File: config.mk
export PLATFORM = sky130hd
export DESIGN_NAME = hazard_ctrl
export DESIGN_NICKNAME = d
export VERILOG_FILES = /design/src/rtl/hazard_pkg.sv /design/src/rtl/md_busy_counter.sv /design/src/rtl/hazard_ctrl.sv
export SDC_FILE = /design/constraint.sdc
export NUM_CORES = 1
export LEC_CHECK = 0
export CAP_MARGIN = 20
export CORE_UTILIZATION = 30
export DETAILED_ROUTE_END_ITERATION = 12
export PLACE_DENSITY = 0.59
export SLEW_MARGIN = 10
export SYNTH_ARGS = -nofsm -noshare
export SYNTH_HDL_FRONTEND = slang
export SYNTH_SLANG_ARGS = --single-unit
File: constraint.sdc
create_clock -name clk -period 2.4 [get_ports clk]
set_input_delay 0.48 -clock clk [delete_from_list [all_inputs] [get_ports clk]]
set_output_delay 0.48 -clock clk [all_outputs]
set_load 0.1 [all_outputs]
File: src/rtl/hazard_pkg.sv
// Shared constants and operand-hazard helper for the hazard controller.
package hazard_pkg;

    localparam logic [1:0] TUSE_NONE       = 2'd3;
    localparam int         MULT_CYCLES_DEF = 5;
    localparam int         DIV_CYCLES_DEF  = 10;
    localparam int         MD_CNT_W        = 4;

    // Operand not yet available: a producer in E or M finishes after D needs it.
    function automatic logic src_hazard(
        input logic [4:0] src,
        input logic [1:0] tuse,
        input logic [4:0] e_dst,
        input logic [1:0] e_tnew,
        input logic [4:0] m_dst,
        input logic [1:0] m_tnew
    );
        logic hit;
        hit = ((src == e_dst) && (tuse < e_tnew)) ||
              ((src == m_dst) && (tuse < m_tnew));
        return (src != 5'd0) && (tuse != TUSE_NONE) && hit;
    endfunction

endpackage

File: src/rtl/md_busy_counter.sv
// Remaining-cycle counter for the multiply/divide unit; a new start always reloads.
module md_busy_counter
    import hazard_pkg::*;
#(
    parameter int MULT_CYCLES = MULT_CYCLES_DEF,
    parameter int DIV_CYCLES  = DIV_CYCLES_DEF
) (
    input  logic                clk,
    input  logic                reset,
    input  logic                start,
    input  logic                is_div,
    output logic [MD_CNT_W-1:0] count,
    output logic                busy
);

    always_ff @(posedge clk or negedge reset) begin
        if (!reset)
            count <= '0;
        else if (start)
            count <= is_div ? MD_CNT_W'(DIV_CYCLES) : MD_CNT_W'(MULT_CYCLES);
        else if (count != '0)
            count <= count - 1'b1;
    end

    // Busy already in the issue cycle so a following md op in D is held.
    assign busy = start || (count != '0);

endmodule

File: src/rtl/hazard_ctrl.sv
// Pipeline hazard controller: data/MDU stall decode, bubble insert, stall statistics.
module hazard_ctrl
    import hazard_pkg::*;
#(
    parameter int MULT_CYCLES = MULT_CYCLES_DEF,
    parameter int DIV_CYCLES  = DIV_CYCLES_DEF
) (
    input  logic                clk,
    input  logic                reset,
    input  logic [4:0]          D_rs,
    input  logic [4:0]          D_rt,
    input  logic [1:0]          D_tuse_rs,
    input  logic [1:0]          D_tuse_rt,
    input  logic [4:0]          E_dst,
    input  logic [4:0]          M_dst,
    input  logic [1:0]          E_tnew,
    input  logic [1:0]          M_tnew,
    input  logic                D_is_md,
    input  logic                E_md_start,
    input  logic                E_md_is_div,
    output logic                en_F,
    output logic                en_D,
    output logic                clr_E,
    output logic                md_busy,
    output logic [MD_CNT_W-1:0] md_count,
    output logic [31:0]         stall_cnt
);

    logic data_stall;
    logic md_stall;
    logic stall;

    md_busy_counter #(
        .MULT_CYCLES (MULT_CYCLES),
        .DIV_CYCLES  (DIV_CYCLES)
    ) u_md_cnt (
        .clk    (clk),
        .reset  (reset),
        .start  (E_md_start),
        .is_div (E_md_is_div),
        .count  (md_count),
        .busy   (md_busy)
    );

    always_comb begin
        data_stall = src_hazard(D_rs, D_tuse_rs, E_dst, E_tnew, M_dst, M_tnew) ||
                     src_hazard(D_rt, D_tuse_rt, E_dst, E_tnew, M_dst, M_tnew);
        md_stall   = D_is_md && md_busy;
        stall      = data_stall || md_stall;
        en_F       = !stall;
        en_D       = !stall;
        clr_E      = stall;
    end

    always_ff @(posedge clk or negedge reset) begin
        if (!reset)
            stall_cnt <= '0;
        else if (stall && (stall_cnt != '1))
            stall_cnt <= stall_cnt + 32'd1;
    end

endmodule

### Word level (Yosys, flattened, before mapping)

Index checks and enable logic that the tools add are counted.

| word-level totals | value |
|---|---|
| bits in registers | 36 |
| bits of input ports | 33 |
| word-level logic and storage cells | 38 |

| operators by class | value |
|---|---|
| equality and inequality tests | 7 |
| order comparisons | 4 |
| mux-type cells | 3 |
| add/subtract/negate cells | 2 |
| reduce and logical (&&, ||, !) cells | 20 |

Operators by type and width:

| kind | number |
|---|---|
| $add 32x1->32 const B | 1 |
| $ne 32x32->1 const B | 1 |
| $eq 5x5->1 | 4 |
| $mux 4 | 3 |
| $logic_and 1x1->1 | 10 |
| $reduce_bool 5->1 | 2 |
| $lt 2x2->1 | 4 |
| $logic_or 1x1->1 | 5 |
| $ne 2x2->1 const B | 2 |
| $reduce_bool 4->1 | 1 |
| $sub 4x1->4 const B | 1 |
| $reduce_bool 2->1 | 1 |
| $logic_not 1->1 | 1 |

### Logic depth before layout (Yosys ltp)

| logic depth | value |
|---|---|
| depth in word-level cells | 7 |
| mapped depth | 11 |
| depth with buffers taken out | 9 |

### Hierarchy

From an unflattened synthesis, not the netlist that was laid out.

| unflattened totals | value |
|---|---|
| cell total of the unflattened synthesis | 234 |
| area, all modules | 2263.4 µm² |

By module, submodules not included:

| module | area each (µm²) | sequential area each (µm²) | cells an instance | times used |
|---|---|---|---|---|
| hazard_ctrl | 2021.9 | 800.8 | 212 | 1 |
| md_busy_counter | 241.5 | 100.1 | 22 | 1 |

### Worst setup path before layout

No wires, ideal clock.

| path | value |
|---|---|
| kind | register -> output |
| from | register u_md_cnt.count[0] |
| to | output clr_E |
| arrival | 3.257 ns |
| stages on the path, launching flop included | 10 |
| setup slack | -1.337 ns |
| cells stage by stage | dfrtp_1 > inv_1 > ha_1 > nor4b_2 > inv_1 > nand2_1 > o221a_1 > buf_6 > inv_2 > buf_2 |

| between the ends | value |
|---|---|
| longest elaborated chain between the ends | 4 |

RTL lines:

| item | line | text |
|---|---|---|
| from (decl) | md_busy_counter.sv:12 | `output logic [MD_CNT_W-1:0] count,` |
| from (signal assigned) | md_busy_counter.sv:20 | `count <= is_div ? MD_CNT_W'(DIV_CYCLES) : MD_CNT_W'(MULT_CYCLES);` |
| from (signal assigned) | md_busy_counter.sv:22 | `count <= count - 1'b1;` |
| $reduce_bool 4->1 | md_busy_counter.sv:26 | `assign busy = start \|\| (count != '0);` |
| $logic_or 1x1->1 | md_busy_counter.sv:26 |  |
| via md_busy | hazard_ctrl.sv:24 | `output logic md_busy,` |
| $logic_and 1x1->1 | hazard_ctrl.sv:48 | `md_stall = D_is_md && md_busy;` |
| $logic_or 1x1->1 | hazard_ctrl.sv:49 | `stall = data_stall \|\| md_stall;` |
| to (decl) | hazard_ctrl.sv:23 | `output logic clr_E,` |

The timed path passes the listed nets, and every way through them passes these cells.

### Worst setup path after layout

| path | value |
|---|---|
| from | input D_rs[0] |
| to | register stall_cnt[10] |

| between the ends | value |
|---|---|
| longest elaborated chain between the ends | 7 |
| elaborated cells between the ends (all ways) | 11 |
| classes of those cells | eq/ne (2); reduce/logical (9) |

RTL lines:

| item | line | text |
|---|---|---|
| from (decl) | hazard_ctrl.sv:10 | `input logic [4:0] D_rs,` |
| $eq 5x5->1 (on tied branches) | hazard_pkg.sv:19, hazard_pkg.sv:20 |  |
| $logic_and 1x1->1 (on tied branches) | hazard_pkg.sv:19, hazard_pkg.sv:20 |  |
| $logic_or 1x1->1 | hazard_pkg.sv:19 | `hit = ((src == e_dst) && (tuse < e_tnew)) \|\|` |
| $logic_and 1x1->1 * | hazard_pkg.sv:21 | `return (src != 5'd0) && (tuse != TUSE_NONE) && hit;` |
| $logic_or 1x1->1 * | hazard_ctrl.sv:46 | `data_stall = src_hazard(D_rs, D_tuse_rs, E_dst, E_tnew, M_dst, M_tnew) \|\|` |
| $logic_or 1x1->1 * | hazard_ctrl.sv:49 |  |
| $logic_and 1x1->1 * | hazard_ctrl.sv:58 | `else if (stall && (stall_cnt != '1))` |
| to (signal assigned) | hazard_ctrl.sv:59 | `stall_cnt <= stall_cnt + 32'd1;` |
| to (decl) | hazard_ctrl.sv:26 | `output logic [31:0] stall_cnt` |

Every way passes the cells marked *; elsewhere a longest branch is shown, timed or not.
A chain may end at the register's enable or synchronous reset.

==> results.toml <==
[logic_synthesis]
netlist.area_leader.share_pct = 39.6
yosysTopAreaCell = "dfrtp_1"
syn_inst = 229
yosysWarnings = 0
synth_seq_cells = 36
mappedNetlistArea_um2 = 2270
syn_area_per_cell_um2 = 9.92
yosys-top-cells-area = "dfrtp_1 (40%), xnor2_1 (10%), xor2_1 (8.1%)"
synth_cell_types = 40
syn_nets = 269
yosysSeqAreaShare_pct = 39.6

[worst_setup_path]
crit_type = "primary input to flop"
worstPathRequired_ps = 2580
end_kind = "flop"
start_kind = "primary input"
cp.arrival_ps = 2670
crit_fanout = 4

[finish]
drive_above_1_share_pct = 46.9
syn_to_final_growth_pct = 57.7
finalNonFillerCells = 436
final_cell_area_um2 = 3580
num_antenna_cells = 0
nets = 376
final_common_cell = "buf_4"
layout_common_cells = "buf_4 (62), dfrtp_1 (30), xnor2_1 (26)"
final_core_util_pct = 49.1

[timing]
final_hold_viol_count = 0
period_share_pct = 104
max_freq_ghz = 0.401
worst_pin_slew_ps = 813
worst_slack_ps = -96.1
setup_viol = 4
fin_skew_ps = 7.20
slew_violations = 0
slew_headroom_pct = 45.8
period_needed_ps = 2500
grt_setup_unrepaired = "yes"

[placement]
port_buffers = 72
dp_hpwl_um = 4520
dp.cells = 421
gp_congestion = 0.868
dpl_cell_area_um2 = 3300

[cts]
clkSinkCount = 36
cts.path.max_buffers = 2
cts_tree = "built"
path_clk_slew_ps = 70
htree_levels = 2
clock-root-buffer = "clkbuf_8"
numCtsBuffers = 5
clock_latency_ps = 290

[job]
maxCapViolations = 0

[global_route]
antenna_found_initial = 0
grt_max_degree = 37
grt_pass1_wl_um = 10000
grt_pass1_vias = 2156
grtUsageTotal_pct = 16.3
overflow = 0

[detailed_routing]
postRouteWirelength_um = 6010
postRouteAntennaNets = 0
drt-initial-drc-count = 80
dr_total_vias = 2100
drt-pass1-iter-count = 4
wl_per_cell_um = 13.8
drcViolationCount = 0
via_per_inst = 4.82

[power_and_ir_drop]
peakVddDrop_v = 0.000400
p_per_area_nw_per_um2 = 726
p_leak_nw = 1.55

[status]
run_status = "finished, violations left"
violations = "negative setup slack"

[min_path]
worst_hold_path_type = "primary input to asynchronous set/reset pin"

[floorplan]
io_pins = 73
initial_utilization_pct = 31.2
die_height_um = 89.0
dieArea_um2 = 7930
die_x_um = 89.0
core_area_um2 = 7290
placementRows = 31
## what timing repair did
| action | 4_1_cts | 5_1_grt |
|---|---|---|
| setup endpoints to repair | 31 | 8 |
| resized for setup | 54 | 70 |
| pin swaps | 18 | 21 |
| buffers inserted | 5 | 2 |
| hold buffers | 0 | 0 |
## cell usage after synthesis (all sizes together)
cell and number:
nor3 5, a21oi 5, and4 2, xor2 21
ha 7, dfrtp 36, or4 7, o21a 1
nand3 15, inv 8, buf 4, or3 3
or2 2, a21o 1, a22oi 2, nor4b 3
nor4 5, mux2 1, and3 5, xnor2 30
and2 7, nand2 18, o221a 1, o21ai 4
nand2b 6, clkbuf 2, nor2 7, nand4bb 1
nand4 15, a311oi 1, a211oi 4
## worst paths after layout
path	from	end	slack [ps]	depth (start not counted)
hold / removal	reset	stall_cnt[20]$_DFFE_PN0P_	280	1
max in group asynchronous	reset	u_md_cnt.count[1]$_DFFE_PN0N_	1520	1
setup / recovery	D_rs[0]	stall_cnt[10]$_DFFE_PN0P_	-100	12
hold reg to reg	stall_cnt[23]$_DFFE_PN0P_	stall_cnt[23]$_DFFE_PN0P_	500	1
setup reg to reg	u_md_cnt.count[1]$_DFFE_PN0N_	stall_cnt[10]$_DFFE_PN0P_	120	12
min in group clk	stall_cnt[23]$_DFFE_PN0P_	stall_cnt[23]$_DFFE_PN0P_	500	1
## registers in the layout, summed over array words and instances, names as in the netlist
name and flops:
u_md_cnt.count 4, stall_cnt 32
## metrics by stage
step	setup TNS, ps	hold slack (ps)	total power, W	setup slack (ps)
floorplan	-14050	184	0.00171	-623
global placement	-14820	488	0.00210	-522
detailed placement	-15040	493	0.00210	-527
CTS	-444	313	0.00259	-139
global route	-810	343	0.00272	-216
finish	-379	279	0.00260	-96.1
## kinds of logic after synthesis
logic type	after synthesis	share of synthesized area, %
simple gates	101	26.6
xor+xnor	51	21.0
flops	36	39.6
compound gates	19	5.51
buf+inv	14	2.92
fa+ha+maj	7	3.85
mux	1	0.496
## critical path: stages
cell	delay, ps
clkbuf_2	90
buf_4	130
xor2_1	160
a211oi_2	220
a22oi_1	130
o221a_4	290
buf_4	140
buf_6	100
buf_6	110
buf_6	110
or4_4	540
xnor2_2	150
## area by class of cell
cell class | instances | area (um^2)
Timing Repair Buffer | 106 | 868
Clock buffer | 6 | 82.6
Multi-Input combinational cell | 179 | 1540
Clock inverter | 2 | 10.0
Tap cell | 99 | 124
Sequential cell | 36 | 913
Inverter | 8 | 46.3
Fill cell | 701 | 3710
## report_power, final
| group | switching [W] | total, W | internal (W) |
|---|---|---|---|
| registers | 0.000122 | 0.000819 | 0.000697 |
| logic | 0.000933 | 0.00133 | 0.000401 |
| clock network | 0.000219 | 0.000448 | 0.000229 |
## layer usage
| layer | track usage [%] | vias to the layer above | part of all wire (%) |
|---|---|---|---|
| met3 | 3.51 | 9 | 5.3 |
| met1 | 20.1 | 1001 | 44 |
| li1 | - | 1025 | - |
| met2 | 28.5 | 65 | 50 |
| met4 | 5.05 | 0 | 1.4 |
| met5 | 0 | - | 0 |
Power figures use the tool's default switching activity.
